==> src/rtl/sdram_upload_pkg.sv <==
// Shared types and constants for the SDRAM upload (read-back) path.
package sdram_upload_pkg;

  localparam int unsigned ADDR_W = 25;
  localparam int unsigned WORD_W = 32;
  localparam int unsigned HALF_W = 16;
  localparam int unsigned IDX_W  = 6;

  localparam logic [IDX_W-1:0] UPLOAD_IDX_LO = 6'h00;
  localparam logic [IDX_W-1:0] UPLOAD_IDX_HI = 6'h01;

  typedef enum logic [1:0] {
    IDLE,
    FETCH,
    SERVE,
    DRAIN
  } upload_state_t;

  // Range test written as an offset compare so a zero lower bound is not a constant compare.
  function automatic logic idx_in_range(input logic [IDX_W-1:0] idx,
                                        input logic [IDX_W-1:0] lo,
                                        input logic [IDX_W-1:0] hi);
    return ((7'(idx) - 7'(lo)) <= (7'(hi) - 7'(lo)));
  endfunction

endpackage

==> src/rtl/sdram_upload_sync_2ff.sv <==
// Two-flop synchronizer for the SDRAM-domain read acknowledge toggle.
module sdram_upload_sync_2ff (
  input  logic clk_sys,
  input  logic reset,
  input  logic d,
  output logic q
);

  logic meta;

  // Shift the async input through two flops; both clear on reset.
  always_ff @(posedge clk_sys or posedge reset) begin
    if (reset) begin
      meta <= 1'b0;
      q    <= 1'b0;
    end else begin
      meta <= d;
      q    <= meta;
    end
  end

endmodule

==> src/rtl/sdram_upload.sv <==
// Streams 32-bit SDRAM words to the HPS ioctl upload port as 16-bit halfwords,
// low half first, with one prefetched word. Optional running checksum of the
// emitted halfwords when UPLOAD_CKSUM_EN is defined.
module sdram_upload
  import sdram_upload_pkg::*;
#(
  parameter logic [IDX_W-1:0]  INDEX_LO  = UPLOAD_IDX_LO,
  parameter logic [IDX_W-1:0]  INDEX_HI  = UPLOAD_IDX_HI,
  parameter logic [ADDR_W-1:0] BASE_ADDR = 25'h0000000
) (
  input  logic              clk_sys,
  input  logic              reset,
  input  logic              ioctl_upload,
  input  logic [7:0]        ioctl_index,
  input  logic              ioctl_rd,
  output logic [HALF_W-1:0] ioctl_din,
  output logic              ioctl_wait,
  output logic [ADDR_W-1:0] sdram_raddr,
  output logic              sdram_rd_req,
  input  logic              sdram_rd_ack,
  input  logic [WORD_W-1:0] sdram_dout,
`ifdef UPLOAD_CKSUM_EN
  output logic [HALF_W-1:0] cksum,
`endif
  output logic              upload_active
);

  upload_state_t     state;
  logic [WORD_W-1:0] word;
  logic [WORD_W-1:0] pf;
  logic              pf_valid;
  logic              half;
  logic              active_q;
  logic              restart_pend;
  logic              ack_s;
  logic              active_c;
  logic              ack_c;
  logic              start_c;
  logic              unused_idx;

  localparam logic [ADDR_W-1:0] BASE_ALIGNED = {BASE_ADDR[ADDR_W-1:2], 2'b00};
  localparam logic [ADDR_W-1:0] WORD_STEP    = ADDR_W'(4);

  assign unused_idx = ^ioctl_index[7:6];
  assign active_c   = ioctl_upload && idx_in_range(ioctl_index[5:0], INDEX_LO, INDEX_HI);
  assign ack_c      = (ack_s == sdram_rd_req);
  assign start_c    = (state == IDLE) && active_c && (!active_q || restart_pend);

  sdram_upload_sync_2ff u_ack_sync (
    .clk_sys (clk_sys),
    .reset   (reset),
    .d       (sdram_rd_ack),
    .q       (ack_s)
  );

  // Upload sequencer: fetch, serve halfwords with one-word prefetch, drain on abort.
  always_ff @(posedge clk_sys or posedge reset) begin
    if (reset) begin
      state         <= IDLE;
      word          <= '0;
      pf            <= '0;
      pf_valid      <= 1'b0;
      half          <= 1'b0;
      active_q      <= 1'b0;
      restart_pend  <= 1'b0;
      ioctl_din     <= '0;
      ioctl_wait    <= 1'b0;
      sdram_raddr   <= '0;
      sdram_rd_req  <= 1'b0;
      upload_active <= 1'b0;
    end else begin
      active_q <= active_c;
      unique case (state)
        IDLE: begin
          if (start_c) begin
            sdram_raddr   <= BASE_ALIGNED;
            sdram_rd_req  <= ~sdram_rd_req;
            ioctl_wait    <= 1'b1;
            upload_active <= 1'b1;
            half          <= 1'b0;
            pf_valid      <= 1'b0;
            restart_pend  <= 1'b0;
            state         <= FETCH;
          end else if (!active_c) begin
            restart_pend <= 1'b0;
          end
        end
        FETCH, SERVE: begin
          if (!active_c) begin
            ioctl_wait <= 1'b0;
            if (ack_c) begin
              upload_active <= 1'b0;
              state         <= IDLE;
            end else begin
              state <= DRAIN;
            end
          end else if (state == FETCH) begin
            if (ack_c) begin
              word         <= sdram_dout;
              ioctl_din    <= sdram_dout[15:0];
              half         <= 1'b0;
              ioctl_wait   <= 1'b0;
              sdram_raddr  <= sdram_raddr + WORD_STEP;
              sdram_rd_req <= ~sdram_rd_req;
              pf_valid     <= 1'b0;
              state        <= SERVE;
            end
          end else if (ioctl_rd && half) begin
            if (pf_valid || ack_c) begin
              word         <= pf_valid ? pf : sdram_dout;
              ioctl_din    <= pf_valid ? pf[15:0] : sdram_dout[15:0];
              half         <= 1'b0;
              pf_valid     <= 1'b0;
              sdram_raddr  <= sdram_raddr + WORD_STEP;
              sdram_rd_req <= ~sdram_rd_req;
            end else begin
              ioctl_wait <= 1'b1;
              state      <= FETCH;
            end
          end else begin
            if (ioctl_rd) begin
              half      <= 1'b1;
              ioctl_din <= word[31:16];
            end
            if (ack_c && !pf_valid) begin
              pf       <= sdram_dout;
              pf_valid <= 1'b1;
            end
          end
        end
        DRAIN: begin
          if (active_c && !active_q) begin
            restart_pend <= 1'b1;
          end
          if (ack_c) begin
            upload_active <= 1'b0;
            state         <= IDLE;
          end
        end
        default: state <= IDLE;
      endcase
    end
  end

`ifdef UPLOAD_CKSUM_EN
  logic consume_c;
  assign consume_c = (state == SERVE) && active_c && ioctl_rd;

  // Running sum of every halfword handed out; restarts with each upload.
  always_ff @(posedge clk_sys or posedge reset) begin
    if (reset) begin
      cksum <= '0;
    end else if (start_c) begin
      cksum <= '0;
    end else if (consume_c) begin
      cksum <= cksum + ioctl_din;
    end
  end
`endif

endmodule
==> config.mk <==
export PLATFORM = sky130hd
export DESIGN_NAME = sdram_upload
export DESIGN_NICKNAME = d
export VERILOG_FILES = /design/src/rtl/sdram_upload_pkg.sv /design/src/rtl/sdram_upload_sync_2ff.sv /design/src/rtl/sdram_upload.sv
export SDC_FILE = /design/constraint.sdc
export NUM_CORES = 1
export LEC_CHECK = 0
export CAP_MARGIN = 20
export CORE_ASPECT_RATIO = 1.1
export CORE_MARGIN = 1
export CORE_UTILIZATION = 55
export CTS_CLUSTER_SIZE = 14
export DETAILED_ROUTE_END_ITERATION = 6
export PLACE_DENSITY = 0.88
export SYNTH_ARGS = -nofsm -noshare
export SYNTH_HDL_FRONTEND = slang
export SYNTH_SLANG_ARGS = --single-unit
==> constraint.sdc <==
create_clock -name clk_sys -period 7.2 [get_ports clk_sys]
set_input_delay 2.16 -clock clk_sys [delete_from_list [all_inputs] [get_ports clk_sys]]
set_output_delay 2.16 -clock clk_sys [all_outputs]
set_load 0.02 [all_outputs]
# Yosys cells after proc, flatten, opt, wreduce, memory -nomap -nowiden
# Cells that the tools add are included.
totals:
  reg_bits: 116
  in_bits: 45
  out_inout_bits: 44
  word_cells: 127
op_classes:
  n_addsub: 1
  magnitude_cmp: 1
  eq_ne: 21
  n_mux: 60
  bitwise_logic: 3
  n_reduce_logical: 27
ops:
  columns: ["cell", "n"]
  rows:
  - ["$mux W32", 5]
  - ["$mux W25", 6]
  - ["$mux W16", 6]
  - ["$pmux W25 S2", 1]
  - ["$mux W1", 27]
  - ["$add A25 B3 Y25 const B", 1]
  - ["$reduce_and A5 Y1", 5]
  - ["$ne A4 B4 Y1 const B", 6]
  - ["$reduce_and A6 Y1", 3]
  - ["$mux W2", 8]
  - ["$ne A2 B2 Y1 const B", 6]
  - ["$ne A3 B3 Y1 const B", 4]
  - ["$pmux W1 S2", 5]
  - ["$reduce_bool A2 Y1", 4]
  - ["$le A6 B1 Y1 const B", 1]
  - ["$logic_and A1 B1 Y1", 6]
  - ["$pmux W2 S3", 1]
  - ["$eq A2 B2 Y1 const B", 2]
  - ["$ne A3 B2 Y1 const B", 1]
  - ["$not A1 Y1", 3]
  - ["$pmux W1 S3", 1]
  - ["$reduce_and A3 Y1", 1]
  - ["$reduce_bool A3 Y1", 1]
  - ["$eq A2 B1 Y1 const B", 1]
  - ["other kinds (6)", 8]

# Depth between registers and ports, before layout
# Gate-level depths: netlist of the first run.
depth:
  depth_word: 7
  depth_mapped: 10
  ltp_nobuf: 7

# Cells and area by module
# A second synthesis of the first run with hierarchy kept.
unflattened:
  cells_unflattened: 442
  hier_area_um2: 4727.0
modules_own_cells:
  columns: ["mod", "n_inst", "cells_each", "area_each_um2", "seq_area_each_um2"]
  rows:
  - ["sdram_upload", 1, 439, 4673.2, 2402.3]
  - ["sdram_upload_sync_2ff", 1, 3, 53.8, 50.0]

# Least setup slack after synthesis of the first run
# OpenSTA, ideal clock, no wires.
synth_path:
  path_type: "input -> register"
  start: "in ioctl_index[1]"
  end: "reg pf[10]"
  setup_ps: 125
  arrival_time_ps: 4006
  required_time_ps: 7075
  slack_ps: 3070
  stages: 6
  n_path_buf: 2
  path_cell_list: "or4_4 or2_0 buf_2 nor4_4 buf_6 mux2_2"
synth_via:
  elab_chain_cells: 3
synth_lines:
  columns: ["element", "line_no", "rtl"]
  rows:
  - ["start: declaration", "sdram_upload.sv:14", "input logic [7:0] ioctl_index,"]
  - ["$le A6 B1 Y1", "sdram_upload_pkg.sv:23", "return ((7'(idx) - 7'(lo)) <= (7'(hi) - 7'(lo)));"]
  - ["$logic_and A1 B1 Y1", "sdram_upload.sv:45", "assign active_c = ioctl_upload && idx_in_range(ioctl_index[5:0], INDEX_LO, INDEX_HI);"]
  - ["$reduce_and A5 Y1 (no source line)", null, null]
  - ["end signal: assignment", "sdram_upload.sv:126", "pf <= sdram_dout;"]
  - ["end: declaration", "sdram_upload.sv:30", "logic [WORD_W-1:0] pf;"]
# No other way between the ends.
# A chain may end at the register's enable or synchronous reset.

# Worst setup path in the final report of the first run
layout_path:
  start: "in ioctl_index[1]"
  end: "reg sdram_raddr[18]"
layout_via:
  elab_chain_cells: 6
  elab_cells_between_ends: 7
  classes_between: "order compare (1); eq/ne (2); reduce/logical (4)"
layout_lines:
  columns: ["element", "line_no", "rtl"]
  rows:
  - ["$le A6 B1 Y1 (*)", "sdram_upload_pkg.sv:23", null]
  - ["$logic_and A1 B1 Y1 (*)", "sdram_upload.sv:45", null]
  - ["$logic_and A1 B1 Y1 (2 in a row)", "sdram_upload.sv:47", "assign start_c = (state == IDLE) && active_c && (!active_q || restart_pend);"]
  - ["$ne A2 B2 Y1 (no source line)", null, null]
  - ["$reduce_and A6 Y1 (no source line) (*)", null, null]
  - ["end signal: assignment", "sdram_upload.sv:103", "sdram_raddr <= sdram_raddr + WORD_STEP;"]
  - ["end signal: assignment", "sdram_upload.sv:114", "sdram_raddr <= sdram_raddr + WORD_STEP;"]
  - ["end: declaration", "sdram_upload.sv:18", "output logic [ADDR_W-1:0] sdram_raddr,"]
# Mark *: on every way between the ends. The rest lies on a longest branch, timed or not.

==> results.md, run 1 <==
* Synthesized area at around 0.0047 mm^2
* Pins over their slew limit at 0
* Hold Buf Count CTS at 0
* Synthesized netlist cell count at roughly 440
* Post-CTS Setup Bufs at 0
* Fmax at roughly 200 MHz
* Hold crit path type: flop to flop
* CP bufs+invs at 1
* Mux contribution to synthesized area at 0.1179
* First-pass iteration count of the detailed router at 6
* Synth Area in Adders at 0.01336
* Initial core utilization at 0.5793
* Crit path largest cell delay at about 0.72 ns
* Fin crit share at 0.6816
* Worst-Skew Late Latency at 0.36 ns
* Gr usage total at 0.2436
* Post-DR wirelength/cell at ~17 um
* Routability cong. at around 0.8
* Complex-gate fraction of the synthesized area at 0.1577
* Synth Warn # at 0
* Element type at the critical path start: primary input
* Unrepaired setup endpoints after global routing: no
* Cell Count, Final, Fillers Out at 620
* Distinct cells, synth at 45
* Vias in the first global route at ~3.5k
* Buffers on Ports at 83
* IO Pins at between 80 and 90
* Initial antenna violation count at 0
* Routed Antenna Nets at 0
* CTS tree: done
* LEAKAGE at roughly 2.6 nW
* TritonCTS Buffers at 9
* Layout cell share with drive strength beyond 1 at 0.1133
* Slowest CP cell: a2111oi_4
* First-pass GRT wire length at 17070 um
* Largest net degree at the start of global routing at 74
* Cell area power density at just over 300 mW/mm^2
* Ant diodes at 0
* Post-Synth XOR/XNOR Area at 0.01684
* Ys flop type: dfrtp_1
* Least-Margin Pin Slew at 1.103 ns
* Clock period minus worst slack at 4.908 ns
* Number of flops mapped to enable cells by yosys at 0
* CTS max path bufs at 2
* Flop and latch count out of synthesis at 98
* Area grow syn2layout at 23.25%
* Vias after detailed routing at ~3.6k
* Post-Route Skew at 0.01545 ns
* CP Capture Type: flop
* # clock sinks at slightly below 100
* Reg clk slew, reported paths at roughly 0.090 ns
* GRT met1 Usage at 0.3304
* Max transition margin at 0.2647
* Busiest metal layer after global routing: met2
* Final setup viols at 0
* Fraction of registers with async set/reset at 1.000
* Row count at 34
* Simple-Gate Fraction of Synth Area at 0.1323
* Avg Cell Area, Syn at between 10 and 15 um^2
* Post_cts resized at 0
* Total Routed Length at between 10000 and 15000 um
* Remaining DRCs at 0
* Die W at roughly 90 um
* Global Route met3 Usage at 0.02855
* Number of H-tree levels at 3
* Nets at ~560
* Die area at approximately 0.0089 mm^2
* Via/cell ratio at approximately 5.9
* Critical path type: primary input to flop
* Die H at 98.77 um
* Final Hold Fails at 0
* Family with the most delay on the worst path: simple AND/OR/NAND/NOR gates
* Drt initial violations at 336
* Setup TNS at 0 ns
* Synth area leaders: dfrtp_1 52%, mux2_2 7.7%, o21ai_0 5.5%
* Crit-path cells: clkdlybuf4s50_1 > or4_4 > a2111oi_4 > nand4_2 > or4_1 > a21oi_1
* CP Data Arrival Time at 5.18 ns
* Placed cell count at about 600
* WP data required at 7.47 ns
* Met2 Usage GRT at 0.3929
* Overflow after GRT at 0
* Core area at around 0.0081 mm^2
* Area share of the largest cell type after synthesis at 0.5238
* Post-detail-place hpwl at a little over 7000 um
* Largest family of logic cells by synthesized area: compound AO/OA/AOI/OAI gates
* CP max FO at 15
* Sequential area share after synthesis at 0.5238
* Synth area leader: dfrtp_1
* Max-Cap Viols at 0
* Clk root buf: clkbuf_8
* Maximum vdd ir drop at about 0.16 mV
* Status: completed
[placed cells by master (no fill, tap or decap), types with 3 or more instances in the layout]
| cell | Yosys | routed |
|---|---|---|
| xor2_1 | 5 | 5 |
| nor2b_1 | 4 | 4 |
| a21oi_1 | 22 | 22 |
| nand2_1 | 50 | 50 |
| and2_1 | 4 | 4 |
| nor2_1 | 11 | 11 |
| o21ai_0 | 51 | 51 |
| and4_1 | 4 | 4 |
| clkdlybuf4s50_1 | 0 | 83 |
| o22ai_1 | 16 | 16 |
| or4_1 | 3 | 3 |
| inv_1 | 8 | 7 |
| mux2_2 | 32 | 32 |
| ha_1 | 5 | 5 |
| o22a_1 | 17 | 17 |
| nand3_1 | 11 | 11 |
| dfrtp_1 | 98 | 98 |
| clkbuf_8 | 0 | 10 |
| o31ai_1 | 3 | 3 |
| or3_1 | 11 | 11 |
| xnor2_1 | 4 | 4 |
| nand4_1 | 7 | 7 |
| mux2i_1 | 18 | 18 |
[through the flow]
step / worst slack, ns / util / hold WS [ns] / cell area [um^2] / power (mW)
floorplan: 2.478 / - / 0.3312 / 4686 / 1.169
global placement: 2.109 / 0.6850 / 0.3371 / 5537 / 1.362
detailed placement: 1.948 / 0.6850 / 0.3363 / 5537 / 1.391
CTS: 2.327 / 0.7121 / 0.3571 / 5756 / 1.788
global route: 2.160 / 0.7139 / 0.3650 / 5771 / 1.879
finish: 2.292 / 0.7139 / 0.3548 / 5771 / 1.787
[cells in the mapped netlist (all sizes together), types with 3 or more instances]
master and number:
and2 4, a21oi 22, clkbuf 15, o22a 17, nand4 9, nand2 50
o31ai 3, nand3 11, or3 11, and4 4, buf 13, nor2 11
or4 4, nor2b 4, mux2 33, xor2 5, mux2i 18, xnor2 4
dfrtp 98, o22ai 16, inv 8, o21ai 51, ha 5
[cells by family after synthesis]
| family | Yosys count |
|---|---|
| AND/OR/NAND/NOR | 118 |
| AO/OA/AOI/OAI | 119 |
| adder cells (fa/ha/maj) | 5 |
| buffers and inverters | 36 |
| XOR/XNOR | 9 |
| flip-flops | 98 |
| other | 1 |
| multiplexers | 51 |
[sequential cells by signal (all words and copies together) (netlist names)]
name             cells
half                 1
pf_valid             1
state                2
sdram_rd_req         1
u_ack_sync.meta      1
sdram_raddr         23
active_q             1
ioctl_wait           1
ioctl_din           16
pf                  32
restart_pend         1
upload_active        1
word                16
u_ack_sync.q         1
[where the power goes]
part / switching [mW] / total [mW] / internal, mW
Clock: 0.191 / 0.398 / 0.207
Sequential: 0.0786 / 0.736 / 0.657
Combinational: 0.365 / 0.654 / 0.288
Total: 0.635 / 1.79 / 1.15
[worst paths after layout]
check                                           from                     endpoint  slack, ns  cells after the start
setup / recovery                      ioctl_index[1]  sdram_raddr[18]$_DFFE_PP0P_       2.29                      6
hold / removal             u_ack_sync.meta$_DFF_PP0_       u_ack_sync.q$_DFF_PP0_       0.35                      0
setup reg to reg                state[0]$_DFFE_PP0P_  sdram_raddr[18]$_DFFE_PP0P_       3.69                      6
hold reg to reg            u_ack_sync.meta$_DFF_PP0_       u_ack_sync.q$_DFF_PP0_       0.35                      0
max in group asynchronous                      reset            pf[9]$_DFFE_PP0P_       3.89                      3
min in group asynchronous                      reset  sdram_raddr[11]$_DFFE_PP0P_       2.10                      2
[layout make-up]
class                           count  area, um^2
Clock buffer                       12       145.1
Timing Repair Buffer               86       860.8
Inverter                            8       32.53
Tap cell                          108       135.1
Clock inverter                      4       73.82
Sequential cell                    98        2452
Fill cell                         588        2312
Multi-Input combinational cell    304        2071
[metal layers]
layer / wire length, um / part of all wire / vias to the layer above
li1: - / - / 1717
met1: 4644 / 0.45 / 1771
met2: 4891 / 0.47 / 132
met3: 440 / 0.043 / 25
met4: 331 / 0.032 / 0
met5: 0 / 0 / -
(Power assumes the default switching activity.)
==> inputs of run 2 (changes only) <==
Settings changed: CORE_UTILIZATION 55 to 47, PLACE_DENSITY 0.88 to 0.8.
Clock period 7.2 ns to 4.1 ns, I/O delays scaled along.
==> results.md, run 2 (synthesis gave the netlist of run 1 again) <==
* Post-DR wirelength/cell at 16.38 um (was 16.62 um)
* Status: completed (unchanged)
* Routability cong. at 0.7769 (was 0.8082)
* Hold Buf Count CTS at 0 (unchanged)
* Initial core utilization at 0.4909 (was 0.5793)
* Core Util, Final at 0.6141 (was 0.7139)
* Critical path type: primary input to flop (unchanged)
* Number of H-tree levels at 3 (unchanged)
* Cell Count, Final, Fillers Out at 636 (was 620)
* Post-CTS Setup Bufs at 0 (unchanged)
* Crit-path cells: clkdlybuf4s50_1 > or4_4 > a2111oi_4 > nand4_2 > buf_4 > or3_1 > a21oi_1 (was clkdlybuf4s50_1 > or4_4 > a2111oi_4 > nand4_2 > or4_1 > a21oi_1)
* Least-Margin Pin Slew at 1.102 ns (was 1.103 ns)
* Final Hold Fails at 0 (unchanged)
* Fin crit share at 0.8326
* Comb pwr share at 0.370 (was 0.366)
* Max-Cap Viols at 0 (unchanged)
* Largest Register: pf (unchanged)
* CTS max path bufs at 2 (unchanged)
* Total Power at 3.159 mW (was 1.787 mW)
* Sw frac at 0.3603 (was 0.3554)
* Overflow after GRT at 0 (unchanged)
* Slowest CP cell: or4_4 (was a2111oi_4)
* FF-to-FF Start: state[0]$_DFFE_PP0P_ (unchanged)
* Gr usage total at 0.2155 (was 0.2436)
* Post-detail-place hpwl at 7450 um (was 7175 um)
* Clock period minus worst slack at 3.414 ns
* # clock sinks at 98 (unchanged)
* Reg clk slew, reported paths at 0.10 ns (was 0.09 ns)
* Fmax at around 300 MHz
* Element type at the critical path start: primary input (unchanged)
* CP Data Arrival Time at 3.71 ns (was 5.18 ns)
* Row count at 37 (was 34)
* Final setup viols at 0 (unchanged)
* Post_cts resized at 0 (unchanged)
* Fill cells at 783 (was 588)
* Ant diodes at 0 (unchanged)
* CP max FO at 9 (was 15)
* First-pass GRT wire length at 17730 um (was 17070 um)
* Flop pwr share at 0.410 (was 0.412)
* Design Area, Final at 0.005857 mm^2 (was 0.005771 mm^2)
* Cell Area, Placed at 0.005633 mm^2 (was 0.005537 mm^2)
* Hold path startpoint: u_ack_sync.meta$_DFF_PP0_ (unchanged)
* Hold crit path type: flop to flop (unchanged)
* Post-Route Skew at 0.01197 ns (was 0.01545 ns)
* CP Capture Type: flop (unchanged)
* Worst Setup SP: ioctl_index[1] (unchanged)
* Buffers on Ports at 83 (unchanged)
* WP data required at 4.40 ns (was 7.47 ns)
* Die W at 97.17 um (was 89.97 um)
* FF+latch area at 0.002452 mm^2 (unchanged)
* Int Pwr at 2.021 mW (was 1.152 mW)
* Clk root buf: clkbuf_8 (unchanged)
* Vias after detailed routing at 3682 (was 3645)
* LEAKAGE at 2.640 nW (was 2.605 nW)
* Via/cell ratio at 5.789 (was 5.879)
* WHS Path Cells at 0 (unchanged)
* Remaining DRCs at 0 (unchanged)
* Total Routed Length at 10420 um (was 10310 um)
* Die H at 106.7 um (was 98.77 um)
* Layout cell share with drive strength beyond 1 at 0.1272 (was 0.1133)
* Most common cell after layout, fill and taps aside: dfrtp_1 (unchanged)
* Top flop regs: pf (32), sdram_raddr (23) (unchanged)
* Max reg flops at 32 (unchanged)
* Maximum vdd ir drop at 0.2799 mV (was 0.1582 mV)
* Max transition margin at 0.2627 (was 0.2647)
* Switching Power at 1.138 mW (was 635.1 uW)
* Crit path largest cell delay at 0.57 ns (was 0.72 ns)
* Placed cell count at 620 (was 603)
* IO Pins at 89 (unchanged)
* Unrepaired setup endpoints after global routing: no (unchanged)
* TritonCTS Buffers at 9 (unchanged)
* Most frequent cells in the layout: 98 x dfrtp_1, 83 x clkdlybuf4s50_1, 51 x o21ai_0 (unchanged)
* Pins over their slew limit at 0 (unchanged)
* CTS tree: done (unchanged)
* Setup TNS at 0 ns (unchanged)
* Clock power frac at 0.221 (was 0.223)
* Vias in the first global route at 3591 (was 3468)
* Initial antenna violation count at 0 (unchanged)
* Routed Antenna Nets at 0 (unchanged)
* Area of the multi-input gates at 0.002071 mm^2 (unchanged)
* Largest net degree at the start of global routing at 51 (was 74)
* Nets at 564 (was 557)
* Cell area power density at 539.3 mW/mm^2 (was 309.7 mW/mm^2)
* Worst-Skew Late Latency at 0.37 ns (was 0.36 ns)
* Drt initial violations at 284 (was 336)
* FF-to-FF path depth at 8 (was 6)
* Area grow syn2layout at 25.09% (was 23.25%)
* R2R setup slack at 1.24 ns (was 3.69 ns)
* Die area at 0.01037 mm^2 (was 0.008886 mm^2)
* First-pass iteration count of the detailed router at 4 (was 6)
* Core area at 0.009537 mm^2 (was 0.008083 mm^2)
==> run 2: cell types whose count changed in the layout (fill, tap and decap cells not counted) <==
cell        delta
clkinv_4       +1
clkinvlp_4     +1
buf_8          -1
inv_8          +1
clkinv_2       -1
buf_4          +6
buf_12         +2
clkbuf_8       -1
clkbuf_1       -1
==> run 2: through the flow <==
step                      setup slack [ns]  hold WS (ns)
after detailed placement            0.3122        0.3428
after global routing                0.5323        0.3648
after floorplan                     0.3079        0.3312
final                               0.6863        0.3599
after CTS                           0.6988        0.3627
after global placement              0.3671        0.3379
==> run 2: worst paths after layout <==
kind | endpoint
min in group asynchronous | ioctl_din[4]$_DFFE_PP0P_
worst max register to register | sdram_raddr[16]$_DFFE_PP0P_
worst max-delay path | sdram_raddr[16]$_DFFE_PP0P_
worst min-delay path | u_ack_sync.q$_DFF_PP0_
max in group asynchronous | state[1]$_DFFE_PP0P_
worst min register to register | u_ack_sync.q$_DFF_PP0_
==> run 2: layout make-up <==
type,count,share of cell area
inverter,8,0.005554
tap,117,0.02499
clock inverter,6,0.01645
multi-input combinational,304,0.3536
clock buffer,10,0.02179
timing repair buffer,93,0.1589
sequential,98,0.4187
==> run 2: power groups by stage <==
stage | Sequential (mW) | Combinational (mW) | Clock, mW
3_5_place_dp | 1.31 | 1.16 | 0
3_3_place_gp | 1.30 | 1.13 | 0
4_1_cts | 1.29 | 1.16 | 0.716
6_report | 1.29 | 1.17 | 0.697
5_1_grt | 1.32 | 1.27 | 0.756
2_1_floorplan | 1.37 | 0.688 | 0
==> run 2: worst max-delay path: cells and delay by family <==
family,cells,cell delay (ns)
compound gates,2,0.62
simple gates,3,1.20
buf+inv,2,0.65
==> run 2: layer usage <==
layer  wire length, um  track usage
met1              4756       0.2904
met2              5070       0.3506
met3               383      0.03520
met4               209      0.08422
met5                 0            0
